--- src/rtl/alu_p0_issue_queue_pkg.sv ---
// Shared types for the ALU pipe 0 issue queue: scheduled instruction and queue entry.
package alu_p0_issue_queue_pkg;

   localparam int unsigned PHYS_TAG_W = 7;

   typedef struct packed {
      logic [31:0]           pc;
      logic [PHYS_TAG_W-1:0] rs1;
      logic [PHYS_TAG_W-1:0] rs2;
      logic [PHYS_TAG_W-1:0] rd;
      logic [31:0]           raw;
   } instruction_scheduled_t;

   typedef struct packed {
      logic                   valid;
      logic                   rs1_rdy;
      logic                   rs2_rdy;
      instruction_scheduled_t instr;
   } iq_entry_t;

   // Physical tag 0 is the hard-wired zero register and never waits on a writeback.
   function automatic logic tag_is_zero(input logic [PHYS_TAG_W-1:0] tag);
      return tag == '0;
   endfunction

endpackage

--- src/rtl/alu_p0_issue_queue_select.sv ---
// Lowest-index-first picker over the issue queue request vector (index 0 is oldest).
module alu_iq_select #(
   parameter int unsigned DEPTH = 8
) (
   input  logic [DEPTH-1:0]         req,
   output logic [DEPTH-1:0]         grant,
   output logic [$clog2(DEPTH)-1:0] idx,
   output logic                     found
);

   localparam int unsigned IDX_W = $clog2(DEPTH);

   always_comb begin
      grant = '0;
      idx   = '0;
      found = 1'b0;
      for (int i = 0; i < int'(DEPTH); i++) begin
         if (req[i] && !found) begin
            grant[i] = 1'b1;
            idx      = i[IDX_W-1:0];
            found    = 1'b1;
         end
      end
   end

endmodule

--- src/rtl/alu_p0_issue_queue.sv ---
// Collapsing issue queue for ALU pipe 0 with tag wakeup and oldest-ready select.
// Define ALU_IQ_WAKEUP_BYPASS_EN to let same-cycle writeback tags count as ready in select.
module alu_p0_issue_queue
   import alu_p0_issue_queue_pkg::*;
#(
   parameter int unsigned DEPTH  = 8,
   parameter int unsigned NUM_WB = 2,
   parameter int unsigned TAG_W  = PHYS_TAG_W
) (
   input  logic                             clk,
   input  logic                             reset,
   input  logic                             flush,
   input  logic                             enq_valid,
   output logic                             enq_ready,
   input  instruction_scheduled_t           enq_instr,
   input  logic                             enq_rs1_rdy,
   input  logic                             enq_rs2_rdy,
   input  logic [NUM_WB-1:0]                wb_valid,
   input  logic [NUM_WB-1:0][TAG_W-1:0]     wb_tag,
   output logic                             issue_valid,
   output instruction_scheduled_t           issue_instr,
   output logic [$clog2(DEPTH+1)-1:0]       count
);

   localparam int unsigned CNT_W = $clog2(DEPTH + 1);
   localparam int unsigned IDX_W = $clog2(DEPTH);

   iq_entry_t [DEPTH-1:0] entries_q, entries_d, woken;
   logic [DEPTH-1:0]      hit1, hit2, req, grant;
   logic [IDX_W-1:0]      issue_idx;
   logic                  found, issue_fire, enq_fire;
   logic                  new_hit1, new_hit2;
   logic [CNT_W-1:0]      count_q, count_d, tail;
   iq_entry_t             new_entry;

   // Writeback tag compare for every resident entry and for the incoming op.
   always_comb begin
      hit1     = '0;
      hit2     = '0;
      new_hit1 = 1'b0;
      new_hit2 = 1'b0;
      for (int w = 0; w < int'(NUM_WB); w++) begin
         new_hit1 |= wb_valid[w] & (wb_tag[w] == enq_instr.rs1);
         new_hit2 |= wb_valid[w] & (wb_tag[w] == enq_instr.rs2);
         for (int i = 0; i < int'(DEPTH); i++) begin
            hit1[i] |= wb_valid[w] & (wb_tag[w] == entries_q[i].instr.rs1);
            hit2[i] |= wb_valid[w] & (wb_tag[w] == entries_q[i].instr.rs2);
         end
      end
   end

   always_comb begin
      req = '0;
      for (int i = 0; i < int'(DEPTH); i++) begin
`ifdef ALU_IQ_WAKEUP_BYPASS_EN
         req[i] = entries_q[i].valid & (entries_q[i].rs1_rdy | hit1[i])
                                     & (entries_q[i].rs2_rdy | hit2[i]);
`else
         req[i] = entries_q[i].valid & entries_q[i].rs1_rdy & entries_q[i].rs2_rdy;
`endif
      end
   end

   alu_iq_select #(
      .DEPTH (DEPTH)
   ) u_select (
      .req   (req),
      .grant (grant),
      .idx   (issue_idx),
      .found (found)
   );

   assign issue_fire  = found & ~flush;
   assign issue_valid = issue_fire;
   assign enq_ready   = (count_q != CNT_W'(DEPTH));
   assign enq_fire    = enq_valid & enq_ready & ~flush;
   assign count       = count_q;
   // The issued op leaves this edge, so the new op lands one slot lower.
   assign tail        = count_q - CNT_W'(issue_fire);

   always_comb begin
      issue_instr = '0;
      for (int i = 0; i < int'(DEPTH); i++) begin
         if (grant[i] && issue_fire) issue_instr = entries_q[i].instr;
      end
   end

   always_comb begin
      new_entry         = '0;
      new_entry.valid   = 1'b1;
      new_entry.instr   = enq_instr;
      new_entry.rs1_rdy = enq_rs1_rdy | tag_is_zero(enq_instr.rs1) | new_hit1;
      new_entry.rs2_rdy = enq_rs2_rdy | tag_is_zero(enq_instr.rs2) | new_hit2;
   end

   // Wakeup, collapse above the issued slot, then append at the compacted tail.
   always_comb begin
      for (int i = 0; i < int'(DEPTH); i++) begin
         woken[i]         = entries_q[i];
         woken[i].rs1_rdy = entries_q[i].rs1_rdy | hit1[i];
         woken[i].rs2_rdy = entries_q[i].rs2_rdy | hit2[i];
      end
      for (int i = 0; i < int'(DEPTH); i++) begin
         entries_d[i] = woken[i];
         if (issue_fire && i >= int'(issue_idx)) begin
            if (i < int'(DEPTH) - 1) entries_d[i] = woken[(i + 1) % int'(DEPTH)];
            else                     entries_d[i] = '0;
         end
         if (enq_fire && i == int'(tail)) entries_d[i] = new_entry;
      end
      if (flush) entries_d = '0;
   end

   always_comb begin
      if (flush) count_d = '0;
      else       count_d = count_q + CNT_W'(enq_fire) - CNT_W'(issue_fire);
   end

   always_ff @(posedge clk or negedge reset) begin
      if (!reset) begin
         entries_q <= '0;
         count_q   <= '0;
      end else begin
         entries_q <= entries_d;
         count_q   <= count_d;
      end
   end

endmodule
--- config.mk ---
export PLATFORM = sky130hd
export DESIGN_NAME = alu_p0_issue_queue
export DESIGN_NICKNAME = d
export VERILOG_FILES = /design/src/rtl/alu_p0_issue_queue_pkg.sv /design/src/rtl/alu_p0_issue_queue_select.sv /design/src/rtl/alu_p0_issue_queue.sv
export SDC_FILE = /design/constraint.sdc
export NUM_CORES = 2
export LEC_CHECK = 0
export BUFFER_PORTS_ARGS = -buffer_cell sky130_fd_sc_hd__buf_2
export CORE_UTILIZATION = 63
export CTS_CLUSTER_DIAMETER = 50
export CTS_CLUSTER_SIZE = 20
export DETAILED_ROUTE_END_ITERATION = 6
export PLACE_DENSITY_LB_ADDON = 0.1
export SYNTH_ARGS = -nofsm -noshare
export SYNTH_HDL_FRONTEND = slang
export SYNTH_HIERARCHICAL = 1
export SYNTH_SLANG_ARGS = --single-unit
--- constraint.sdc ---
create_clock -name clk -period 3.6 [get_ports clk]
set_input_delay 0.36 -clock clk [delete_from_list [all_inputs] [get_ports clk]]
set_output_delay 0.36 -clock clk [all_outputs]
set_load 0.01 [all_outputs]
==> impl_results.md <==
* Status: complete, but fails checks
* Failing checks: DRC, setup timing
* # setup viols final at between 70 and 80
* First-pass DRT Iterations at 7
* Max FO, Critical Path at 10
* Routed wire length at 147.3 mm
* Rel. slew slack at approximately 22%
* Clk buf depth at 3
* Utilization after layout at approximately three quarters
* GR Overflow Total at 0
* Top area cells in the synthesized netlist: dfrtp_1 42%, a21oi_1 12%, mux2_2 5.1%
* Cell variety after synth at between 60 and 70
* Die span in y at 259.6 um
* Fill count at about 4.8k
* Crit-path cells: and3_4 > nor2_2 > nand3_1 > buf_4 > nand2b_1 > buf_12 > or3_1 > buf_4 > nor3_2 > o22ai_2 > a21oi_2 > buf_2
* Syn Area/Cell at 8.527 um^2
* Max-slew violations at 0
* Synth Area in Compound Gates at approximately 23%
* Starting Density at around 64%
* Core outline area at 65,750 um^2
* Routability cong. at 0.9656
* Die X at about 260 um
* Hpwl dp at a little over 80 mm
* Critical path required time at approximately 3.2 ns
* Startpoint types: flip-flop
* XOR/XNOR Fraction of Synth Area at 5.445%
* WHS at a little under 0.02 ns
* VDD IR max at 360.3 uV
* Period utilization at 104.9%
* Largest family of logic cells by synthesized area: compound AO/OA/AOI/OAI gates
* Post-synthesis adder-cell area fraction at less than 1%
* Clk slew on worst S/H paths at ~0.07 ns
* Crit path kind: flip-flop to primary output
* Top_reg_cell synth: dfrtp_1
* Vias/cell at approximately 7.0
* Min Tclk post-route at between 3 and 4 ns
* Leakage power at roughly 22 nW
* Final nets at 4,940
* Post-synthesis sequential area ratio at around 42%
* Cell taking the most area after synthesis: dfrtp_1
* RSZ-0062 raised after global routing: true
* Crit path largest cell delay at between 0.4 and 0.5 ns
* First-pass GRT wire length at about 220 mm
* Largest net degree at the start of global routing at between 150 and 200
* Yosys top cell area share at between 40 and 50%
* Ratio of cells with drive above 1 in the final layout at between 10% and 20%
* Root Driver: clkbuf_16
* Synth Instances at between 4k and 5k
* Drt wl/cell at between 20 and 30 um
* Worst Path Arrival at 3.42 ns
* Crit path max-delay family: simple AND/OR/NAND/NOR gates
* Post-route setup slack at -0.1758 ns
* Max H-tree Level at 3
* Io pins at approximately 200
* Routed Antenna Nets at 0
* Worst-Skew Late Latency at slightly below 0.7 ns
* Setup TNS at -3.560 ns
* 1st-iter DRT viols at approximately 5.3k
* Row cnt at 94
* Max-cap violations at 0
* Cell area after layout at ~48,000 um^2
* CTS Sinks at between 700 and 800
* DRC Markers at 1
* Final Skew at 0.02494 ns
* Die area at 67,380 um^2
* Synth Register Bits at about 710
* TritonCTS clock tree: built
* GRT Util Overall at a little over two fifths
* Power per Cell Area at roughly 430 nW/um^2
* Worst Path Buf+Inv at 4
* Post-synth EDFFs at 0
* Synth-to-layout area growth at 16.02%
* Antenna violations before repair at 6
* Vias in the first global route at between 30k and 40k
* Syn nets at between 5k and 6k
* Max Clock Freq at 0.2648 GHz
* CP most frequent cell: buf_4
* Area after DPL at 43,490 um^2
* Number of buffers created by CTS at between 80 and 90
* Synth warn at 6
* Final Hold Vio Count at 0
* Async S/R FF share, synth at 100.0%
* Worst slew pin tran at between 1 and 1.5 ns
* Post-synthesis simple-gate area fraction at between 10% and 20%
* Crit end category: primary output
* Worst path slowest cell: dfrtp_1
* Via count at between 40k and 50k
* PortBufs at slightly below 200
* Synthesized area at 41,800 um^2
* Mux cell area share after synthesis at 5.307%
* Tightest Hold Check Type: primary input to flip-flop
[layer usage]
layer / track usage, % / share of wire [%] / up-vias
met5: 0 / 0.031 / -
met4: 20.62 / 5.2 / 8
met3: 9.308 / 12 / 555
met2: 65.04 / 45 / 2731
met1: 57.79 / 38 / 19340
li1: - / - / 17440
[cell usage in the layout, fill, tap and decap left out, types with 93 or more instances in the layout]
cell type  Yosys  routed
buf_4          5     100
dfrtp_1      708     706
nand2_1      410     407
nor3b_1      167     166
xnor2_1      158     158
xor2_1       100     100
nor3_1       105      93
nor2_1       476     473
buf_2        102     193
a21oi_1      963     930
o21ai_0      209     209
mux2_2       188     188
and3_1       234     227
[flip-flops by register name (all words and copies together) (netlist names)]
name	flops
count	4
entries_q	704
[power by group]
part           internal (mW)  total, mW  leakage (nW)  switching (mW)
Sequential              8.65       9.22          9.79           0.574
Clock                   4.95       8.91          1.39            3.96
Combinational           1.03       2.69          10.8            1.66
[final timing paths]
kind                       slack, ns              end  depth (start not counted)           start
setup / recovery               -0.18  issue_instr[43]                         12  entries_q[438]
hold reg to reg                 0.53   entries_q[619]                          1  entries_q[619]
max in group asynchronous       2.24   entries_q[620]                          3           reset
min in group asynchronous       0.26   entries_q[663]                          2           reset
hold / removal                  0.02   entries_q[429]                          3   enq_instr[77]
setup reg to reg                0.15   entries_q[126]                         13  entries_q[263]
[area by class of cell]
type                       count  area, um^2  share of cell area [%]
clock inverter                62       704.4                   1.452
timing repair buffer         388        3590                   7.402
sequential                   708       17720                   36.54
inverter                      18       80.08                  0.1651
tap                          864        1081                   2.229
multi-input combinational   3625       23160                   47.75
antenna                        2       5.005                 0.01032
clock buffer                  92        2162                   4.458
[logic make-up (layout without fill, tap and decap cells)]
kind of cell / count (synthesis) / count (layout)
AOI/OAI and AO/OA: 1643 / 1643
and+or+nand+nor: 1515 / 1517
DFF: 708 / 708
buffers and inverters: 571 / 560
xor gates and xnor gates: 259 / 259
muxes: 197 / 197
adders and majority gates: 9 / 9
other: 0 / 2
[through the flow]
| stage | worst slack [ns] | total power [mW] | std cells |
|---|---|---|---|
| final | -0.1758 | 20.82 | 5759 |
| after global routing | -0.1974 | 21.43 | 5759 |
| after CTS | -0.09687 | 20.73 | 5737 |
| after detailed placement | 0.1658 | 11.90 | 5541 |
| after global placement | 0.2047 | 11.79 | 5541 |
| after floorplan | 0.3291 | 10.95 | 4902 |
[what timing repair did]
item                                    CTS  global route
hold endpoints to repair                 68             0
hold buffers                              3             0
setup buffers                            26            18
endpoints found under the setup margin   85           199
gates resized for setup                 185            74
gates cloned                             13             3
pin swaps                                88            29
[worst min-delay path, cell delays in order]
cell,delay [ns]
buf_2,0.15
nor2_1,0.11
a21oi_1,0.04
[cells in the mapped netlist (21+ instances only)]
library cell and n:
o21ai_0 209, buf_1 96, nand4_1 40, nand2_1 410
nor3_1 105, a22oi_1 66, o32ai_1 80, dfrtp_1 708
nor4_1 21, nor3b_1 167, and3_1 234, a21oi_1 963
nor2_1 476, xnor2_1 158, buf_2 102, a221oi_1 68
mux2_2 188, clkbuf_1 339, a22o_1 85, xor2_1 100
o22ai_1 101, a221o_1 23
Note: power is estimated with default switching activity, not from simulation.
